<file path="src/rtl/dckt_operand_loader.sv">
// Byte-serial to parallel operand loader for the dckt datapath, with result capture and
// inter-byte timeout. Define DCKT_LOADER_FRAME_CNT_EN to add the frame_count output.
module dckt_operand_loader #(
  parameter int unsigned WIDTH          = 8,
  parameter int unsigned TIMEOUT_CYCLES = 255
) (
  input  logic             clk,
  input  logic             rst_n,
  input  logic [WIDTH-1:0] in_data,
  input  logic             in_valid,
  output logic             in_ready,
  output logic [WIDTH-1:0] a,
  output logic [WIDTH-1:0] b,
  output logic [WIDTH-1:0] c,
  output logic [WIDTH-1:0] d,
  output logic [WIDTH-1:0] e,
  output logic [WIDTH-1:0] f,
  output logic [WIDTH-1:0] g,
  output logic             frame_valid,
  input  logic             frame_ready,
  input  logic [WIDTH-1:0] y_in,
  output logic [WIDTH-1:0] result,
  output logic             result_valid,
  output logic             abort_pulse
`ifdef DCKT_LOADER_FRAME_CNT_EN
  ,
  output logic [15:0]      frame_count
`endif
);

  typedef enum logic {
    COLLECT = 1'b0,
    FULL    = 1'b1
  } state_t;

  localparam logic [2:0]  LAST_IDX = 3'd6;
  // The counter never holds TIMEOUT_CYCLES itself: the idle edge that would reach it aborts instead.
  localparam logic [15:0] TO_LAST  = 16'(TIMEOUT_CYCLES - 1);

  state_t           state_q;
  logic [2:0]       idx_q;
  logic [15:0]      to_cnt_q;
  logic [WIDTH-1:0] ops_q [7];
  logic [WIDTH-1:0] result_q;
  logic             in_ready_q;
  logic             frame_valid_q;
  logic             result_valid_q;
  logic             abort_pulse_q;
`ifdef DCKT_LOADER_FRAME_CNT_EN
  logic [15:0]      frame_count_q;
`endif

  logic accept;
  assign accept = in_valid && in_ready_q;

  always_ff @(posedge clk or negedge rst_n) begin
    if (!rst_n) begin
      state_q        <= COLLECT;
      idx_q          <= '0;
      to_cnt_q       <= '0;
      in_ready_q     <= 1'b0;
      frame_valid_q  <= 1'b0;
      result_valid_q <= 1'b0;
      abort_pulse_q  <= 1'b0;
      result_q       <= '0;
      // NOTE: the operand bank is only seven registers and dckt must see defined zeros
      // after reset, so it is reset like ordinary state rather than left as an unreset RAM.
      for (int i = 0; i < 7; i++) ops_q[i] <= '0;
`ifdef DCKT_LOADER_FRAME_CNT_EN
      frame_count_q  <= '0;
`endif
    end else begin
      // NOTE: every register here uses <= so all updates see the pre-edge values,
      // independent of statement order.
      result_valid_q <= 1'b0;
      abort_pulse_q  <= 1'b0;
      case (state_q)
        COLLECT: begin
          in_ready_q <= 1'b1;
          if (accept) begin
            ops_q[idx_q] <= in_data;
            to_cnt_q     <= '0;
            if (idx_q == LAST_IDX) begin
              idx_q         <= '0;
              state_q       <= FULL;
              in_ready_q    <= 1'b0;
              frame_valid_q <= 1'b1;
            end else begin
              idx_q <= idx_q + 3'd1;
            end
          end else if (idx_q != 3'd0) begin
            if (to_cnt_q == TO_LAST) begin
              idx_q         <= '0;
              to_cnt_q      <= '0;
              abort_pulse_q <= 1'b1;
            end else begin
              to_cnt_q <= to_cnt_q + 16'd1;
            end
          end
        end
        FULL: begin
          if (frame_ready) begin
            result_q       <= y_in;
            result_valid_q <= 1'b1;
            frame_valid_q  <= 1'b0;
            in_ready_q     <= 1'b1;
            state_q        <= COLLECT;
`ifdef DCKT_LOADER_FRAME_CNT_EN
            frame_count_q  <= frame_count_q + 16'd1;
`endif
          end
        end
        default: state_q <= COLLECT;
      endcase
    end
  end

  assign in_ready     = in_ready_q;
  assign frame_valid  = frame_valid_q;
  assign result       = result_q;
  assign result_valid = result_valid_q;
  assign abort_pulse  = abort_pulse_q;
  assign a = ops_q[0];
  assign b = ops_q[1];
  assign c = ops_q[2];
  assign d = ops_q[3];
  assign e = ops_q[4];
  assign f = ops_q[5];
  assign g = ops_q[6];
`ifdef DCKT_LOADER_FRAME_CNT_EN
  assign frame_count  = frame_count_q;
`endif

endmodule

</file>
<file path="config.mk">
export PLATFORM = sky130hd
export DESIGN_NAME = dckt_operand_loader
export DESIGN_NICKNAME = d
export VERILOG_FILES = /design/src/rtl/dckt_operand_loader.sv
export SDC_FILE = /design/constraint.sdc
export NUM_CORES = 1
export LEC_CHECK = 0
export ABC_AREA = 1
export ABC_CLOCK_PERIOD_IN_PS = 2100
export CORE_MARGIN = 2
export CORE_UTILIZATION = 40
export CTS_BUF_LIST = sky130_fd_sc_hd__clkbuf_4
export CTS_CLUSTER_DIAMETER = 30
export DETAILED_ROUTE_END_ITERATION = 16
export GPL_TIMING_DRIVEN = 0
export PLACE_DENSITY = 0.78
export SLEW_MARGIN = 40
export SYNTH_ARGS = -nofsm -noshare
export SYNTH_HDL_FRONTEND = slang
export SYNTH_SLANG_ARGS = --single-unit
</file>
<file path="constraint.sdc">
create_clock -name clk -period 2.1 [get_ports clk]
set_clock_uncertainty 0.1 [all_clocks]
set_input_delay 0.63 -clock clk [delete_from_list [all_inputs] [get_ports clk]]
set_output_delay 0.63 -clock clk [all_outputs]
set_load 0.02 [all_outputs]
</file>
==> reports/results.ini, run 1 <==
[run_status]
status=completed

[grt]
grt_pass1_wl_um=15600
use_met2_pct=32.7
grt_pass1_vias=3226
met1_usage_pct=24.6
grt_start_max_net_pins=52
antenna_found_initial=0
met3_usage_pct=5.85
busiest_layer=met2
gr-total-overflow=0
track_usage_pct=19.6

[place]
globalplace.congestion=0.855
port_buffers=87
hpwlAfterDp_um=6600

[layout]
drive_gt1_share_pct=7.18
antennaDiodeCount=0
final_cell_mix=nand2_1 (135), dfrtp_1 (88), dlygate4sd2_1 (68)
final_net_count=546
final_common_cell=nand2_1
area_growth_pct=30.0
fillCellCount=863

[setup_path]
rrSetupSlack_ns=0.40
cp-start-kind=input port
critPathMaxStageDelay_ns=0.47
cp_num_buf_inv=2
slowest_stage=clkdlybuf4s50_1
path_delay_family=buffers and inverters
worst-setup-path-type=input port to flop
cp-end-kind=flop
cp_cell_sequence=clkdlybuf4s50_1 > nand2_2 > nor2_4 > nand3_1 > clkbuf_1 > o21ai_0
crit_arrival_ns=2.20
cp_data_required_time_ns=2.36
crit_fanout=10

[logic_synthesis]
syn_inst=424
async_flop_share_pct=100
synth_warnings=0
ys_seq_area_share_pct=59.5
synthFlopType=dfrtp_1
synth_edf_count=0
ys_seq_elements=88
syn_area_per_cell_um2=8.72
synth.distinct_cells=28
syn_nets=446
syn_area_um2=3700

[floorplanning]
fp.dieW_um=100
start_util_pct=40.6
die-area_um2=10000
ios=88
num_rows=35
die_y_um=100
core_um2=9110

[power_and_ir_drop]
comb_power_share_pct=42.2
p_seq_share_pct=42.0
power.density_nw_per_um2=1350
p_clk_share_pct=15.8
switchingPower_mw=2.79
power_mw=6.50
internal_power_mw=3.70
swShare_pct=43.0
peakVddDrop_mv=0.771
leakage_nw=2.49

[timing]
finalCriticalPeriod_ns=1.94
hold_viol=0
max_freq_mhz=516
rsz0062_at_grt=no
max_slew_margin_pct=74.7
holdWs_ns=0.398
slew_viol_final=0
setup_viol=0
min_period_over_period_pct=92.4
tightest_slew_ns=0.379

[drt]
postRouteAntennaNets=0
dr.pass1.iters=5
via_per_inst=4.99
wl_per_cell_um=14.2
vias=3193
route.detailed.drc=0
drtIter0Drc=106
finalWirelength_um=9090

[clock_network]
cts_buffers=9
cts_root_buf=clkbuf_4
cts_max_level=3
clk_latency_ns=0.44
cts_tree=done
cts_max_path_buffers=2
path_clk_slew_ns=0.16
cts.sinks=88

[job]
max_cap_violations=0

[hold_path]
hold_class=flop to flop

## worst reg2reg max path: cells and delay by family (launching register included)
| kind | cells | cell delay (ns) |
|---|---|---|
| AOI/OAI and AO/OA | 1 | 0.21 |
| buffers and inverters | 1 | 0.29 |
| DFF | 1 | 0.42 |
| and+or+nand+nor | 3 | 0.61 |
## flip-flops by register name, summed over array words and instances (netlist names)
| signal | cells |
|---|---|
| to_cnt_q | 16 |
| a | 8 |
| b | 8 |
| c | 8 |
| d | 8 |
| e | 8 |
| f | 8 |
| g | 8 |
| result | 8 |
| idx_q | 3 |
| abort_pulse | 1 |
| frame_valid | 1 |
| in_ready | 1 |
| result_valid | 1 |
| state_q | 1 |
## timing repair
item	4_1_cts	5_1_grt
resized for setup	68	0
setup endpoints to repair	68	0
setup buffers	0	0
hold buffers	1	0
endpoints found under the hold margin	37	0
## power groups by stage
stage               registers, mW  clock network [mW]  logic, mW
CTS                          2.73                1.03       2.78
global placement             2.75                   0       3.09
finish                       2.73                1.03       2.74
global route                 2.81                1.11       3.02
detailed placement           2.78                   0       3.18
floorplan                    3.44                   0      0.932
## logic make-up after synthesis
family          share of synthesized area [%]
compound gates                           9.51
xor+xnor                                0.237
fa+ha+maj                               0.676
buf+inv                                  5.18
flops                                    59.5
simple gates                             24.9
## path summary, 6_finish.rpt
kind / depth (start not counted) / startpoint / endpoint
setup / recovery: 6 / in_valid / a[3]
hold reg to reg: 2 / result[1] / result[1]
hold / removal: 2 / result[1] / result[1]
max in group asynchronous: 3 / rst_n / e[4]
setup reg to reg: 5 / in_ready / a[3]
min in group asynchronous: 2 / rst_n / result[2]
## cell type report
class | count | area (um2) | share of cell area (%)
flip-flops and latches | 88 | 2200 | 45.8
multi-input cells | 290 | 1310 | 27.1
repair buffers | 89 | 825 | 17.1
inverters | 37 | 139 | 2.89
well taps | 111 | 139 | 2.89
clock inverters | 7 | 78.8 | 1.64
clock buffers | 9 | 67.6 | 1.41
plain buffers | 9 | 52.6 | 1.09
## stage by stage
stage               cells  setup TNS (ns)  setup WS, ns  cell area (um2)  utilization [%]
CTS                   640               0         0.145             4810             52.8
floorplan             424               0         0.418             3700                -
detailed placement    623          -17.50        -0.322             4740             52.0
finish                640               0         0.160             4810             52.8
global placement      622         -260.66         -2.80             4710             51.7
global route          640               0        0.0184             4810             52.8
## metal layers
layer  part of all wire (%)  up-vias
met4                    1.2        0
li1                       -     1544
met3                    5.5       11
met5                      0        -
met2                     50       82
met1                     44     1556
## synth_stat cells (2+ instances only)
master	count	share of area [%]
buf_2	3	0.41
a21oi_1	10	1.4
buf_4	2	0.41
o21ai_0	33	4.5
ha_1	2	0.68
nor2_1	47	4.8
nand2_1	135	14
o21ai_1	20	2.7
nor2_2	3	0.51
dfrtp_1	88	60
nand4_1	3	0.51
nand2_2	6	1.0
nand3_1	18	2.4
inv_1	35	3.6
nor2_4	2	0.61
o21bai_1	3	0.61
clkbuf_1	3	0.30
Note: power is estimated with default switching activity, not from simulation.
==> inputs of run 2 (changes only) <==
--- a/config.mk
+++ b/config.mk
@@ -5,15 +5,13 @@
 export SDC_FILE = /design/constraint.sdc
 export NUM_CORES = 1
 export LEC_CHECK = 0
-export ABC_AREA = 1
-export ABC_CLOCK_PERIOD_IN_PS = 2100
 export CORE_MARGIN = 2
 export CORE_UTILIZATION = 40
 export CTS_BUF_LIST = sky130_fd_sc_hd__clkbuf_4
 export CTS_CLUSTER_DIAMETER = 30
 export DETAILED_ROUTE_END_ITERATION = 16
 export GPL_TIMING_DRIVEN = 0
-export PLACE_DENSITY = 0.78
+export PLACE_DENSITY = 0.8
 export SLEW_MARGIN = 40
 export SYNTH_ARGS = -nofsm -noshare
 export SYNTH_HDL_FRONTEND = slang
==> constraint.sdc (replaced) <==
create_clock -name clk -period 1.7 [get_ports clk]
set_clock_uncertainty 0.1 [all_clocks]
set_input_delay 0.51 -clock clk [delete_from_list [all_inputs] [get_ports clk]]
set_output_delay 0.51 -clock clk [all_outputs]
set_load 0.02 [all_outputs]
==> reports/results.ini, run 2 <==
[power_and_ir_drop]
power_mw=9.22  ; +42%
comb_power_share_pct=48.2  ; +6.0 points
p_clk_share_pct=14.8  ; -1.0 points
leakage_nw=2.45  ; -1.6%
swShare_pct=39.3  ; -3.7 points
power.density_nw_per_um2=1720  ; +27%
peakVddDrop_mv=1.05  ; +37%
internal_power_mw=5.60  ; +51%
switchingPower_mw=3.62  ; +30%
p_seq_share_pct=37.0  ; -5.0 points

[timing]
min_period_over_period_pct=107
max_freq_mhz=550
finalSetupTns_ns=-1.77  ; -1.77 ns
finalCriticalPeriod_ns=1.82
slew_viol_final=0  ; unchanged
max_slew_margin_pct=66.5  ; -8.3 points
fin_ws_ns=-0.117  ; -0.277 ns
holdWs_ns=0.395  ; -0.00298 ns
tightest_slew_ns=0.501  ; +0.122 ns
rsz0062_at_grt=yes
setup_viol=28  ; +28
hold_viol=0  ; unchanged

[floorplanning]
fp.dieW_um=101  ; +0.82%
ios=88  ; unchanged
die-area_um2=10200  ; +1.7%
num_rows=35  ; unchanged
start_util_pct=40.9  ; +0.31 points
die_y_um=101  ; +0.82%
core_um2=9200  ; +0.96%

[setup_path]
worst-setup-path-type=flop to flop
crit_arrival_ns=2.07  ; -0.13 ns
r2r_start=idx_q[0]
cp_data_required_time_ns=1.96  ; -0.40 ns
crit_fanout=6  ; -4
cp-start-kind=flop
cp-end-kind=flop
startpoint=idx_q[0]

[logic_synthesis]
syn_inst=282  ; -33%
synth_edf_count=0  ; unchanged
ys_seq_elements=88  ; unchanged
synth_top_area_share_pct=58.5  ; -1.0 points
synth_top_area_cell=dfrtp_1
synthFlopType=dfrtp_1
synthTopCellsByCount=dfrtp_1 (88), mux2_2 (64), nor2_1 (14)
yosysMostFrequentCell=dfrtp_1
yosys-top-cells-area=dfrtp_1 (59%), mux2_2 (19%), xnor2_1 (1.6%)
synth_warnings=0  ; unchanged
async_flop_share_pct=100  ; unchanged
syn_area_per_cell_um2=13.3  ; +53%
syn_area_um2=3760  ; +1.7%
synth.distinct_cells=46  ; +64%
syn_nets=304  ; -32%
ys_seq_area_share_pct=58.5  ; -1.0 points

[drt]
dr_wl_met3_um=573  ; +15%
wl_met1_um=4150  ; +4.7%
route.detailed.drc=0  ; unchanged
dr.pass1.iters=4  ; -1
wl_per_cell_um=18.7  ; +32%
highest_layer=met4
wl_met2_um=5110  ; +13%
finalWirelength_um=9970  ; +9.6%
drtIter0Drc=116  ; +9.4%
via_per_inst=5.38  ; +7.9%
vias=2864  ; -10%
postRouteAntennaNets=0  ; unchanged

[layout]
final_cell_mix=dfrtp_1 (80), buf_2 (67), mux2_2 (52)
area_growth_pct=42.4
antennaDiodeCount=0  ; unchanged
final_common_cell=dfrtp_1
fillCellCount=733  ; -15%
stdcell_area_um2=5360  ; +11%
final_net_count=438  ; -20%
largest_register=to_cnt_q
drive_gt1_share_pct=61.0  ; +54 points
largest_reg_flops=16  ; unchanged

[clock_network]
cts_tree=done
cts_max_level=3  ; unchanged
path_clk_slew_ns=0.14  ; -0.02 ns
cts_root_buf=clkbuf_4
cts_buffers=9  ; unchanged
cts_max_path_buffers=2  ; unchanged
clk_latency_ns=0.43  ; about the same
cts.sinks=88  ; unchanged

[grt]
gr-total-overflow=0  ; unchanged
grt_pass1_vias=2922  ; -9.4%
grt_start_max_net_pins=53  ; +1.9%
antenna_found_initial=0  ; unchanged
track_usage_pct=18.9  ; -0.70 points
grt_pass1_wl_um=15000  ; -3.7%

[place]
globalplace.congestion=0.824  ; -3.6%
place_area_um2=4840  ; +2.2%
pre_cts_slack_ns=-1.02  ; -0.694 ns
port_buffers=87  ; unchanged
hpwlAfterDp_um=5900  ; -11%

[hold_path]
hold_class=flop to flop
min-delay-start=frame_valid

[job]
max_cap_violations=0  ; unchanged

[run_status]
failed_checks=negative setup slack
status=finished, violations left

==> run 2: cells by family after synthesis <==
logic type      after synthesis  share of synthesized area [%]
mux                          64                           19.2
flops                        88                           58.5
compound gates               27                           5.06
fa+ha+maj                     2                          0.665
simple gates                 74                           12.0
xor+xnor                      8                           1.86
buf+inv                      19                           2.73
==> run 2: per-layer routing <==
metal,vias to the layer above,global-route usage [%]
met1,1467,24.2
met3,20,5.83
met5,-,0
met2,106,30.7
li1,1271,-
met4,0,5.93
==> run 2: what timing repair did <==
item	4_1_cts	5_1_grt
setup buffers	31	8
hold buffers	1	0
hold endpoints to repair	36	0
pin swaps	20	11
gates cloned	1	1
setup endpoints to repair	145	81
gates resized for setup	324	48
==> run 2: critical path, cell delays in order (launching register included) <==
cell,delay [ns]
dfrtp_1,0.40
buf_6,0.13
a2111oi_4,0.45
buf_6,0.21
or2_4,0.17
nor2_4,0.07
buf_6,0.15
a21oi_2,0.09
==> run 2: final timing paths <==
| check | end | slack (ns) | depth (start not counted) |
|---|---|---|---|
| setup / recovery | to_cnt_q[14] | -0.12 | 7 |
| hold / removal | frame_valid | 0.39 | 1 |
| setup reg to reg | to_cnt_q[14] | -0.12 | 7 |
| hold reg to reg | frame_valid | 0.39 | 1 |
| max in group asynchronous | idx_q[1] | 0.47 | 3 |
| min in group asynchronous | d[4] | 0.44 | 2 |
==> run 2: power groups by stage <==
| stage | clock network (mW) | logic, mW | registers (mW) |
|---|---|---|---|
| 6_report | 1.37 | 4.45 | 3.41 |
| 5_1_grt | 1.49 | 4.71 | 3.52 |
| 4_1_cts | 1.40 | 4.20 | 3.39 |
| 3_5_place_dp | 0 | 4.46 | 3.42 |
| 3_3_place_gp | 0 | 4.38 | 3.37 |
| 2_1_floorplan | 0 | 1.47 | 4.33 |
==> run 2: layout make-up <==
class	count	area, um2	area share (%)
buffer	6	68.8	1.28
sequential	88	2210	41.3
multi-input combinational	175	1800	33.6
clock inverter	6	92.6	1.73
timing repair buffer	130	951	17.7
tap	111	139	2.59
clock buffer	10	75.1	1.40
inverter	6	22.5	0.420
==> run 2: metrics by stage <==
step           utilization, %  cells
6_report                 58.3    532
5_1_grt                  58.3    532
4_1_cts                  55.9    525
3_5_place_dp             52.7    481
3_3_place_gp             52.4    480
2_1_floorplan               -    282
==> inputs of run 3 (changes only) <==
--- a/config.mk
+++ b/config.mk
@@ -12,6 +12,7 @@
 export DETAILED_ROUTE_END_ITERATION = 16
 export GPL_TIMING_DRIVEN = 0
 export PLACE_DENSITY = 0.8
+export SKIP_LAST_GASP = 1
 export SLEW_MARGIN = 40
 export SYNTH_ARGS = -nofsm -noshare
 export SYNTH_HDL_FRONTEND = slang
==> reports/results.ini, run 3 (synthesis results as in run 2) <==
[timing]
slew_viol_final=0  ; unchanged
tightest_slew_ns=0.489  ; -0.0120 ns
setup_viol=20  ; -29%
fin_ws_ns=-0.117  ; +0.0000620 ns
min_period_over_period_pct=107  ; about the same
rsz0062_at_grt=yes
max_freq_mhz=550  ; about the same
finalCriticalPeriod_ns=1.82  ; -0.0000620 ns
hold_viol=0  ; unchanged
max_slew_margin_pct=67.4  ; +0.93 points

[setup_path]
cp_data_required_time_ns=1.92  ; -0.04 ns
crit_arrival_ns=2.04  ; -0.03 ns
worst-setup-path-type=flop to flop
crit_fanout=4  ; -2
cp-start-kind=flop
cp-end-kind=flop

[clock_network]
path_clk_slew_ns=0.14  ; about the same
cts_root_buf=clkbuf_4
cts_max_level=3  ; unchanged
clk_latency_ns=0.44  ; about the same
cts_tree=done
cts_buffers=9  ; unchanged
cts.sinks=88  ; unchanged
cts_max_path_buffers=2  ; unchanged

[floorplanning]
ios=88  ; unchanged
core_um2=9200  ; unchanged
die-area_um2=10200  ; unchanged
fp.dieW_um=101  ; unchanged
start_util_pct=40.9  ; unchanged
num_rows=35  ; unchanged
die_y_um=101  ; unchanged

[layout]
fillCellCount=734  ; +0.14%
area_growth_pct=40.4
fin_cells=529  ; -0.56%
final_cell_mix=dfrtp_1 (80), buf_2 (67), mux2_2 (59)
drive_gt1_share_pct=60.8  ; -0.28 points
final_net_count=435  ; -0.68%
final_common_cell=dfrtp_1
antennaDiodeCount=0  ; unchanged
largest_register=to_cnt_q
largest_reg_flops=16  ; unchanged

[grt]
track_usage_pct=18.8  ; -0.030 points
grt_start_max_net_pins=53  ; unchanged
gr-total-overflow=0  ; unchanged
grt_pass1_vias=2919  ; -0.10%
antenna_found_initial=0  ; unchanged
grt_pass1_wl_um=15000  ; about the same

[power_and_ir_drop]
leakage_nw=2.42  ; -1.5%
peakVddDrop_mv=1.03  ; -2.1%
power.density_nw_per_um2=1730  ; +0.71%

[drt]
via_per_inst=5.30  ; -1.5%
vias=2806  ; -2.0%
route.detailed.drc=0  ; unchanged
drtIter0Drc=104  ; -10%
wl_per_cell_um=18.4  ; -1.6%
dr.pass1.iters=5  ; +1
postRouteAntennaNets=0  ; unchanged
finalWirelength_um=9750  ; -2.2%

[run_status]
failed_checks=negative setup slack
status=finished, violations left

[place]
globalplace.congestion=0.824  ; unchanged
hpwlAfterDp_um=5900  ; unchanged
pre_cts_slack_ns=-1.02  ; unchanged
port_buffers=87  ; unchanged
placedCellCount=481  ; unchanged

[job]
max_cap_violations=0  ; unchanged

[hold_path]
hold_class=flop to flop

[run 3: cell count changes in the layout (fill, tap and decap cells not counted), sizes merged]
cell    before  now
buf        115  113
clkbuf      12   11
[run 3: final timing paths]
check / startpoint / end / slack [ns] / cells after the start
hold reg to reg: frame_valid / frame_valid / 0.39 / 1
setup / recovery: to_cnt_q[0] / to_cnt_q[3] / -0.12 / 7
min in group asynchronous: rst_n / to_cnt_q[4] / 0.43 / 2
hold / removal: frame_valid / frame_valid / 0.39 / 1
setup reg to reg: to_cnt_q[0] / to_cnt_q[3] / -0.12 / 7
max in group asynchronous: rst_n / idx_q[1] / 0.47 / 3
[run 3: per-layer routing]
metal / global-route usage [%] / up-vias / wire (um)
li1: - / 1273 / -
met4: 5.93 / 0 / 176
met3: 5.83 / 18 / 540
met1: 24.2 / 1415 / 4140
met2: 30.6 / 100 / 4890
met5: 0 / - / 0
[run 3: final cells by class]
cell class / instances / area [um2] / share of cell area, %
clock inverters: 6 / 92.6 / 1.75
repair buffers: 127 / 911 / 17.2
plain buffers: 6 / 68.8 / 1.30
flip-flops and latches: 88 / 2210 / 41.9
clock buffers: 10 / 75.1 / 1.42
multi-input cells: 175 / 1760 / 33.4
inverters: 6 / 22.5 / 0.426
well taps: 111 / 139 / 2.63
[run 3: power by group]
group | switching, mW | internal [mW] | total [mW]
clock network | 0.755 | 0.624 | 1.38
registers | 0.477 | 2.93 | 3.41
logic | 2.39 | 1.98 | 4.37
total | 3.62 | 5.54 | 9.16
[run 3: stage by stage]
stage | instance area, um2 | power, mW | hold WS (ns) | setup TNS (ns) | util, %
after global routing | 5280 | 9.65 | 0.423 | -2.84 | 57.5
after CTS | 5140 | 8.99 | 0.399 | -0.510 | 55.9
after floorplan | 3800 | 5.80 | 0.114 | -0.0138 | -
after detailed placement | 4840 | 7.87 | 0.340 | -59.67 | 52.7
final | 5280 | 9.16 | 0.391 | -1.61 | 57.5
after global placement | 4810 | 7.75 | 0.362 | -331.37 | 52.4
[run 3: worst max-delay path: stages (launching register included)]
cell and delay (ns):
dfrtp_2 0.48, inv_2 0.08, ha_4 0.12, nor4b_4 0.30, a41oi_4 0.22, buf_6 0.19, a21oi_2 0.13, o22ai_1 0.09
[run 3: timing repair]
item                                    CTS  global route
endpoints found under the setup margin  145            81
hold endpoints to repair                 36             0
cloned                                    1             0
hold buffers                              1             0
buffers inserted                         31             6
pin swaps                                20            11
resized for setup                       323            41
